### config.mk
export PLATFORM = sky130hd
export DESIGN_NAME = alarme_despertador
export DESIGN_NICKNAME = d
export VERILOG_FILES = /design/src/rtl/relogio_pkg.sv /design/src/rtl/inc_bcd_par.sv /design/src/rtl/alarme_despertador.sv
export SDC_FILE = /design/constraint.sdc
export NUM_CORES = 1
export LEC_CHECK = 0
export ABC_AREA = 0
export CAP_MARGIN = 20
export CORE_ASPECT_RATIO = 0.5
export CORE_MARGIN = 3
export CORE_UTILIZATION = 30
export CTS_BUF_LIST = sky130_fd_sc_hd__clkbuf_4
export DETAILED_ROUTE_END_ITERATION = 12
export PLACE_DENSITY_LB_ADDON = 0.3
export SYNTH_ARGS = -nofsm -noshare
export SYNTH_HDL_FRONTEND = slang
export SYNTH_SLANG_ARGS = --single-unit
### constraint.sdc
create_clock -name CLOCK_50 -period 2.48 [get_ports CLOCK_50]
set_clock_uncertainty 0.1 [all_clocks]
set_input_delay 0.496 -clock CLOCK_50 [delete_from_list [all_inputs] [get_ports CLOCK_50]]
set_output_delay 0.496 -clock CLOCK_50 [all_outputs]
set_load 0.005 [all_outputs]
### src/rtl/relogio_pkg.sv
// Shared types and constants for the clock/alarm blocks.
// State encoding, BCD limits and the binary-to-BCD helper used for reset values.
package relogio_pkg;

  typedef enum logic [1:0] {
    IDLE    = 2'd0,
    ARMED   = 2'd1,
    RINGING = 2'd2,
    SNOOZE  = 2'd3
  } alarme_st_t;

  localparam int HORA_MAX = 23;
  localparam int MIN_MAX  = 59;

  // Returns {tens, units}, each a 4-bit BCD digit (valid for 0..99).
  function automatic logic [7:0] bin2bcd(input int unsigned v);
    logic [3:0] tens;
    logic [3:0] units;
    tens  = 4'((v / 10) % 10);
    units = 4'(v % 10);
    return {tens, units};
  endfunction

endpackage

### src/rtl/inc_bcd_par.sv
// BCD tens/units register pair that increments by one and wraps MAX -> 00.
// Latency 1 (updates on the clock after inc); no backpressure, inc is a plain pulse.
module inc_bcd_par
  import relogio_pkg::*;
#(
  parameter int MAX     = 59,
  parameter int MSD_W   = 3,
  parameter int RST_VAL = 0
) (
  input  logic             clk,
  input  logic             rst_n,
  input  logic             inc,
  output logic [MSD_W-1:0] msd,
  output logic [3:0]       lsd
);

  localparam logic [7:0] RST_BCD = bin2bcd(RST_VAL);
  localparam logic [7:0] MAX_BCD = bin2bcd(MAX);

  always_ff @(posedge clk or negedge rst_n) begin
    if (!rst_n) begin
      msd <= RST_BCD[4 +: MSD_W];
      lsd <= RST_BCD[3:0];
    end else if (inc) begin
      if ({4'(msd), lsd} == MAX_BCD) begin
        msd <= '0;
        lsd <= '0;
      end else if (lsd == 4'd9) begin
        msd <= msd + 1'b1;
        lsd <= '0;
      end else begin
        lsd <= lsd + 1'b1;
      end
    end
  end

endmodule

### src/rtl/alarme_despertador.sv
// Alarm stage: stores the alarm time, compares it with the running clock, rings the buzzer.
// Latency: ringing rises 1 cycle after the match edge; no backpressure. SNOOZE_EN adds snooze.
module alarme_despertador
  import relogio_pkg::*;
#(
  parameter int RING_SECONDS = 60,
  parameter int SNOOZE_MIN   = 5,
  parameter int ALARM_H_RST  = 6,
  parameter int ALARM_M_RST  = 0
) (
  input  logic       CLOCK_50,
  input  logic       reset,
  input  logic       enable_1hz,
  input  logic [1:0] bcd_h_msd,
  input  logic [3:0] bcd_h_lsd,
  input  logic [2:0] bcd_m_msd,
  input  logic [3:0] bcd_m_lsd,
  input  logic [2:0] bcd_s_msd,
  input  logic [3:0] bcd_s_lsd,
  input  logic       alarm_on,
  input  logic       btn_set,
  input  logic       btn_inc_h,
  input  logic       btn_inc_m,
  input  logic       btn_stop,
  input  logic       btn_snooze,
  output logic [1:0] al_h_msd,
  output logic [3:0] al_h_lsd,
  output logic [2:0] al_m_msd,
  output logic [3:0] al_m_lsd,
  output logic       ringing,
  output logic       buzzer
);

  localparam logic [7:0] RING_LAST = 8'(RING_SECONDS - 1);
  localparam logic [9:0] SNZ_TICKS = 10'(SNOOZE_MIN * 60);

  inc_bcd_par #(.MAX(HORA_MAX), .MSD_W(2), .RST_VAL(ALARM_H_RST)) u_inc_h (
    .clk   (CLOCK_50),
    .rst_n (reset),
    .inc   (btn_set & btn_inc_h),
    .msd   (al_h_msd),
    .lsd   (al_h_lsd)
  );

  inc_bcd_par #(.MAX(MIN_MAX), .MSD_W(3), .RST_VAL(ALARM_M_RST)) u_inc_m (
    .clk   (CLOCK_50),
    .rst_n (reset),
    .inc   (btn_set & btn_inc_m),
    .msd   (al_m_msd),
    .lsd   (al_m_lsd)
  );

  logic match;
  logic match_q;
  logic trig;

  assign match = (bcd_h_msd == al_h_msd) && (bcd_h_lsd == al_h_lsd) &&
                 (bcd_m_msd == al_m_msd) && (bcd_m_lsd == al_m_lsd) &&
                 (bcd_s_msd == 3'd0) && (bcd_s_lsd == 4'd0);

  // Edge of match so a held 00 second can only fire once per minute.
  assign trig = match & ~match_q;

  alarme_st_t state;
  alarme_st_t state_nxt;
  logic [7:0] ring_cnt;
  logic [7:0] ring_cnt_nxt;
  logic       beep_ph;
  logic       beep_ph_nxt;
  logic       timeout;

  assign timeout = enable_1hz && (ring_cnt == RING_LAST);

`ifdef SNOOZE_EN
  logic [9:0] snz_cnt;
  logic [9:0] snz_cnt_nxt;

  always_ff @(posedge CLOCK_50 or negedge reset) begin
    if (!reset) begin
      snz_cnt <= '0;
    end else begin
      snz_cnt <= snz_cnt_nxt;
    end
  end
`else
  logic unused_snooze;
  assign unused_snooze = btn_snooze ^ (^SNZ_TICKS);
`endif

  always_comb begin
    state_nxt    = state;
    ring_cnt_nxt = ring_cnt;
`ifdef SNOOZE_EN
    snz_cnt_nxt  = snz_cnt;
`endif
    if (!alarm_on) begin
      state_nxt = IDLE;
    end else if (state == IDLE) begin
      state_nxt = ARMED;
    end else if (btn_set) begin
      state_nxt = ARMED;
    end else begin
      case (state)
        ARMED: begin
          if (trig) begin
            state_nxt    = RINGING;
            ring_cnt_nxt = '0;
          end
        end
        RINGING: begin
          if (enable_1hz) begin
            ring_cnt_nxt = ring_cnt + 8'd1;
          end
          if (btn_stop || timeout) begin
            state_nxt = ARMED;
`ifdef SNOOZE_EN
          end else if (btn_snooze) begin
            state_nxt   = SNOOZE;
            snz_cnt_nxt = SNZ_TICKS;
`endif
          end
        end
`ifdef SNOOZE_EN
        SNOOZE: begin
          if (btn_stop) begin
            state_nxt = ARMED;
          end else if (snz_cnt == 10'd0) begin
            state_nxt    = RINGING;
            ring_cnt_nxt = '0;
          end else if (enable_1hz) begin
            snz_cnt_nxt = snz_cnt - 10'd1;
          end
        end
`endif
        default: state_nxt = state;
      endcase
    end

    // Beep phase restarts from silent on every entry into RINGING.
    if (state_nxt != RINGING) begin
      beep_ph_nxt = 1'b0;
    end else if ((state == RINGING) && enable_1hz) begin
      beep_ph_nxt = ~beep_ph;
    end else begin
      beep_ph_nxt = beep_ph;
    end
  end

  always_ff @(posedge CLOCK_50 or negedge reset) begin
    if (!reset) begin
      state    <= IDLE;
      ring_cnt <= '0;
      beep_ph  <= 1'b0;
      match_q  <= 1'b0;
    end else begin
      state    <= state_nxt;
      ring_cnt <= ring_cnt_nxt;
      beep_ph  <= beep_ph_nxt;
      match_q  <= match;
    end
  end

  assign ringing = (state == RINGING);
  assign buzzer  = ringing & beep_ph;

endmodule
# [Yosys cells after proc, flatten, opt, wreduce, memory -nomap -nowiden]
# Cells that the tools add are included.
[word_totals] input_bits=29 out_inout_bits=15 word_cells=72 reg_bits=25
[classes] mux=19 addsub=5 n_eq_ne=14 bitwise_logic=8 reduce_logical=18
[op_table] cell="2-to-1 mux 4 bit" n=4
[op_table] cell="2-to-1 mux 8 bit" n=2
[op_table] cell="one-hot mux 8 bit (2 select lines)" n=1
[op_table] cell="2-to-1 mux 2 bit" n=7
[op_table] cell="adder 4 x 1 -> 4 bit, second input constant" n=2
[op_table] cell="adder 8 x 1 -> 8 bit, second input constant" n=1
[op_table] cell="== test 4 bit" n=2
[op_table] cell="== test 4 bit, second input constant" n=2
[op_table] cell="== test 8 x 6 -> 1 bit, second input constant" n=1
[op_table] cell="nonzero test 2 bit" n=4
[op_table] cell="== test 7 bit, second input constant" n=1
[op_table] cell="logical AND 1 bit" n=7
[op_table] cell="== test 6 bit, second input constant" n=1
[op_table] cell="2-to-1 mux 3 bit" n=2
[op_table] cell="!= test 2 bit, second input constant" n=3
[op_table] cell="AND reduction 6 bit" n=1
[op_table] cell="bitwise AND 1 bit" n=4
[op_table] cell="logical NOT 4 bit" n=1
[op_table] cell="inverter 1 bit" n=4
[op_table] cell="one-hot mux 2 bit (2 select lines)" n=1
[op_table] cell="AND reduction 2 bit" n=2
[op_table] cell="adder 3 x 1 -> 3 bit, second input constant" n=1
[op_table] cell="== test 3 bit" n=1
[op_table] cell="logical NOT 3 bit" n=1
[op_table] cell="other kinds (7)" n=8

# [Longest topological paths before layout]
[logic_depth] ltp_word=14 depth_mapped=8 depth_no_buf=7

# [By module]
# From an unflattened synthesis, not the netlist that was laid out.
[hier_totals] hier_cells=180 area_unflattened_um2=1750.4
[modules_own_cells] mod="alarme_despertador" cells_each=107 n_inst=1 area_each_um2=973.4 seq_area_each_um2=300.3
[modules_own_cells] mod="inc_bcd_par (u_inc_m)" cells_each=39 n_inst=1 area_each_um2=411.6 seq_area_each_um2=175.2
[modules_own_cells] mod="inc_bcd_par (u_inc_h)" cells_each=34 n_inst=1 area_each_um2=365.4 seq_area_each_um2=152.6

# [Worst setup path after synthesis]
# No wires, ideal clock.
[synth_path] kind="input to register" startpoint="in bcd_s_msd[1]" endpoint="reg ring_cnt[7]" setup_time_ns=0.124 path_slack_ns=0.248 required_ns=2.256 path_stages=6 arrival_ns=2.008 path_cell_list="or4_4 -> nor4_4 -> nand4_2 -> o21ai_4 -> a21boi_0 -> a211o_1"
[synth_via] elab_chain_cells=6
[synth_rtl] element="start: declaration" line_no="alarme_despertador.sv:18" rtl="input logic [2:0] bcd_s_msd,"
[synth_rtl] element="logical NOT 3 bit" line_no="alarme_despertador.sv:59" rtl="(bcd_s_msd == 3'd0) && (bcd_s_lsd == 4'd0);"
[synth_rtl] element="logical AND 1 bit" line_no="alarme_despertador.sv:58" rtl="(bcd_m_msd == al_m_msd) && (bcd_m_lsd == al_m_lsd) &&"
[synth_rtl] element="logical AND 1 bit" line_no="alarme_despertador.sv:59"
[synth_rtl] element="bitwise AND 1 bit" line_no="alarme_despertador.sv:62" rtl="assign trig = match & ~match_q;"
[synth_rtl] element="!= test 2 bit (no source line)"
[synth_rtl] element="AND reduction 6 bit (no source line)"
[synth_rtl] element="end signal: assignment" line_no="alarme_despertador.sv:157" rtl="ring_cnt <= ring_cnt_nxt;"
[synth_rtl] element="end: declaration" line_no="alarme_despertador.sv:66" rtl="logic [7:0] ring_cnt;"
# No other way between the ends.
# A chain may end at the register's enable or synchronous reset.

# [Final worst setup path]
[layout_path] startpoint="in bcd_s_msd[1]" endpoint="reg beep_ph"
[layout_via] elab_chain_cells=11 word_cells_on_any_way=12
[layout_rtl] element="logical NOT 3 bit *" line_no="alarme_despertador.sv:59"
[layout_rtl] element="logical AND 1 bit *" line_no="alarme_despertador.sv:58"
[layout_rtl] element="logical AND 1 bit *" line_no="alarme_despertador.sv:59"
[layout_rtl] element="bitwise AND 1 bit *" line_no="alarme_despertador.sv:62"
[layout_rtl] element="2-to-1 mux 2 bit *" line_no="alarme_despertador.sv:105" rtl="if (trig) begin"
[layout_rtl] element="one-hot mux 2 bit (2 select lines) *" line_no="alarme_despertador.sv:103" rtl="case (state)"
[layout_rtl] element="2-to-1 mux 2 bit *" line_no="alarme_despertador.sv:100" rtl="end else if (btn_set) begin"
[layout_rtl] element="2-to-1 mux 2 bit *" line_no="alarme_despertador.sv:98" rtl="end else if (state == IDLE) begin"
[layout_rtl] element="2-to-1 mux 2 bit *" line_no="alarme_despertador.sv:96" rtl="if (!alarm_on) begin"
[layout_rtl] element="!= test 2 bit *" line_no="alarme_despertador.sv:140" rtl="if (state_nxt != RINGING) begin"
[layout_rtl] element="2-to-1 mux 1 bit or nonzero test 2 bit (tied branches)"
[layout_rtl] element="end signal: assignment" line_no="alarme_despertador.sv:158" rtl="beep_ph <= beep_ph_nxt;"
[layout_rtl] element="end: declaration" line_no="alarme_despertador.sv:68" rtl="logic beep_ph;"
# Every way passes the cells marked *; elsewhere a longest branch is shown, timed or not.

==> flow_summary.json <==
{
  "grt-ovfl-total": 0,
  "arrival_ns": 2.55,
  "fmax_mhz": 416.7,
  "p_int_uw": 968.4,
  "routabilityCongestion": 0.7424,
  "postSynthAreaPerCell_um2": 9.678,
  "status": "finished clean",
  "synthTopCellsByArea": "dfrtp_1, xor2_1, ha_1, nand2_1, dfstp_2",
  "ys_seq_elements": 25,
  "grt_pass1_wl_mm": 6.306,
  "layout_setup_ws_ns": 0.08033,
  "wl_per_cell_um": 12.96,
  "p_leak_uw": 0.0009396,
  "synth_most_common_cell": "dfrtp_1",
  "max-vdd-ir-drop_uv": 261.2,
  "start_util_pct": 31.85,
  "cp.required_ns": 2.63,
  "tightest_slew_ns": 0.3447,
  "fin_crit_sh_pct": 96.76,
  "clock_sink_count": 25,
  "clkTransAtPathRegs_ns": 0.14,
  "dominantRegCellSynth": "dfrtp_1",
  "cts-resized-gates": 1,
  "synth_compound_area_share_pct": 18.93,
  "synth_commonest_cells": "dfrtp_1, nand2_1, xor2_1",
  "design_power_total_uw": 1516,
  "synth_mux_area_share_pct": 0.6231,
  "portBuffers": 42,
  "synth_fa_ha_area_share_pct": 6.231,
  "die_w_um": 109.5,
  "clk_path_buf_depth": 2,
  "cp-start-kind": "input pin",
  "coreArea_mm2": 0.005045,
  "rsz0062_at_grt": "false",
  "post-synth-top-area-fraction_pct": 35.83,
  "slowest_stage": "or4_4",
  "pre_cts_slack_ns": -0.3302,
  "power_switching_uw": 547.8,
  "synth_nets": 203,
  "worstPathCellList": "clkdlybuf4s50_1 -> or4_4 -> nor4_4 -> nand4_2 -> buf_4 -> o32a_1 -> nor4_2",
  "yosys.area.top_type": "dfrtp_1",
  "root_buffer": "clkbuf_4",
  "post_cts_buffers": 0,
  "hold_class": "input pin to async pin",
  "synthArstFlopShare_pct": 100.0,
  "cap_violations": 0,
  "critPathTopFamily": "simple AND/OR/NAND/NOR gates",
  "die_area_mm2": 0.006323,
  "boundaryPins": 44,
  "max_slew_margin_pct": 77.02,
  "area_growth_pct": 38.86,
  "seq_area_frac_synth_pct": 39.10,
  "crit_path_max_fanout": 2,
  "seqPwrFrac_pct": 45.6,
  "nets": 259,
  "worst-setup-path-type": "input pin to register",
  "finalHoldViolCount": 0,
  "synth-simple-area-share_pct": 23.29,
  "syn-instance-count": 166,
  "grt_max_degree": 26,
  "fin_crit_ns": 2.400,
  "setup_viol": 0,
  "grt_pass1_vias": 1362,
  "via_per_inst": 4.759,
  "yosys_warnings": 0,
  "clk_latency_ns": 0.32,
  "drive_gt1_share_pct": 11.76,
  "antenna_found_initial": 0,
  "maxSlewViolCount": 0,
  "swShare_pct": 36.13,
  "combPwrFrac_pct": 41.9,
  "rows": 18,
  "synth.distinct_cells": 43,
  "worst_setup_path_end_kind": "register",
  "synth_top_family_by_area": "simple AND/OR/NAND/NOR gates",
  "cts_buffers": 3,
  "netlist_area_mm2": 0.001607,
  "max_stage_delay_ns": 0.55,
  "synthXorXnorAreaFrac_pct": 9.268,
  "postCtsHoldBufs": 0,
  "antennaDiodeCount": 0,
  "htreeDepth": 1,
  "clkPwrFrac_pct": 12.5,
  "dp_hpwl_mm": 2.971,
  "wirelength_mm": 3.772,
  "final_util_pct": 44.22,
  "synth-edff-count": 0,
  "ant_nets": 0,
  "cts_tree": "done",
  "powerDensity_mw_per_mm2": 679.6,
  "die_y_um": 57.75,
  "vias": 1385,
  "drtIter0Drc": 21,
  "drtPass1Iterations": 4,
  "cp.buffers_inverters": 2,
  "drc": 0,
  "grt_use_total_pct": 12.64,
  "n_fill_cell": 504
}
power groups by stage:
| stage | Clock [uW] | Sequential, uW | Combinational (uW) |
|---|---|---|---|
| final | 190 | 691 | 636 |
| after global routing | 212 | 719 | 707 |
| after CTS | 197 | 693 | 647 |
| after detailed placement | 0 | 701 | 643 |
| after global placement | 0 | 697 | 634 |
| after floorplan | 0 | 666 | 317 |
cell type report:
type                       count  area [um^2]  share of cell area (%)
multi-input combinational    131        950.9                   42.62
inverter                       7        26.28                   1.178
clock buffer                   3        22.52                   1.010
clock inverter                 1        5.005                  0.2243
timing repair buffer          54        510.5                   22.88
tap                           70        87.58                   3.926
sequential                    25        628.1                   28.15
path summary, 6_finish.rpt:
path / startpoint / endpoint / slack (ns) / cells past startpoint
setup / recovery: bcd_s_msd[1] / beep_ph$_DFFE_PN0P_ / 0.08 / 7
hold / removal: reset / ring_cnt[0]$_DFFE_PN0P_ / 0.41 / 2
setup reg to reg: u_inc_h.lsd[0]$_DFFE_PN0P_ / beep_ph$_DFFE_PN0P_ / 0.29 / 6
hold reg to reg: ring_cnt[0]$_DFFE_PN0P_ / ring_cnt[0]$_DFFE_PN0P_ / 0.43 / 1
max in group asynchronous: reset / u_inc_h.lsd[1]$_DFFE_PN1P_ / 1.57 / 2
min in group CLOCK_50: ring_cnt[0]$_DFFE_PN0P_ / ring_cnt[0]$_DFFE_PN0P_ / 0.43 / 1
per-layer routing:
layer / global-route usage, % / part of all wire (%)
met1: 15.52 / 45
met2: 22.98 / 50
met3: 3.448 / 3.9
met4: 1.599 / 0.50
met5: 0 / 0
per-stage QoR:
step | hold slack [ns] | setup TNS, ns | cell area, um^2 | std cells
global route | 0.4174 | 0 | 2231 | 291
floorplan | 0.1004 | 0 | 1607 | 166
CTS | 0.4229 | 0 | 2220 | 291
finish | 0.4108 | 0 | 2231 | 291
detailed placement | 0.4092 | -2.736 | 2190 | 287
global placement | 0.4065 | -2.422 | 2190 | 287
flip-flops by register name (all words and copies together), names as in the netlist:
name	cells
u_inc_h.msd	2
u_inc_m.lsd	4
beep_ph	1
ring_cnt	8
u_inc_h.lsd	4
match_q	1
u_inc_m.msd	3
state	2
cell usage in the layout, fill, tap and decap left out, types with 2 or more instances in the layout:
master	synthesis	final
nor2_1	9	9
a211oi_1	2	2
a32o_1	2	2
nor3_1	6	6
xor2_1	13	13
inv_1	7	7
o211ai_1	5	5
and2_1	3	2
nor4_1	2	2
nor2b_1	3	3
clkdlybuf4s50_1	0	42
nor3b_1	3	3
nand2_1	16	16
xnor2_1	4	4
dfstp_2	2	2
a21oi_1	5	5
a21o_1	5	5
and3_1	3	3
a21boi_0	2	2
o2bb2ai_1	2	2
o21ai_0	8	8
nand3_1	10	10
nand2b_1	3	3
buf_4	1	12
clkbuf_4	0	3
dfrtp_1	23	23
ha_1	8	7
worst reg2reg max path: stages (launching register included):
cell and delay [ns]:
dfrtp_1 0.48, xor2_1 0.19, nor4_1 0.35, nand4b_1 0.23, buf_4 0.19, o32a_1 0.36
nor4_2 0.21
logic make-up after synthesis:
kind of cell / count (synthesis)
AOI/OAI and AO/OA: 39
xor gates and xnor gates: 17
adders and majority gates: 8
buffers and inverters: 10
DFF: 25
muxes: 1
and+or+nand+nor: 66
(Power assumes the default switching activity.)
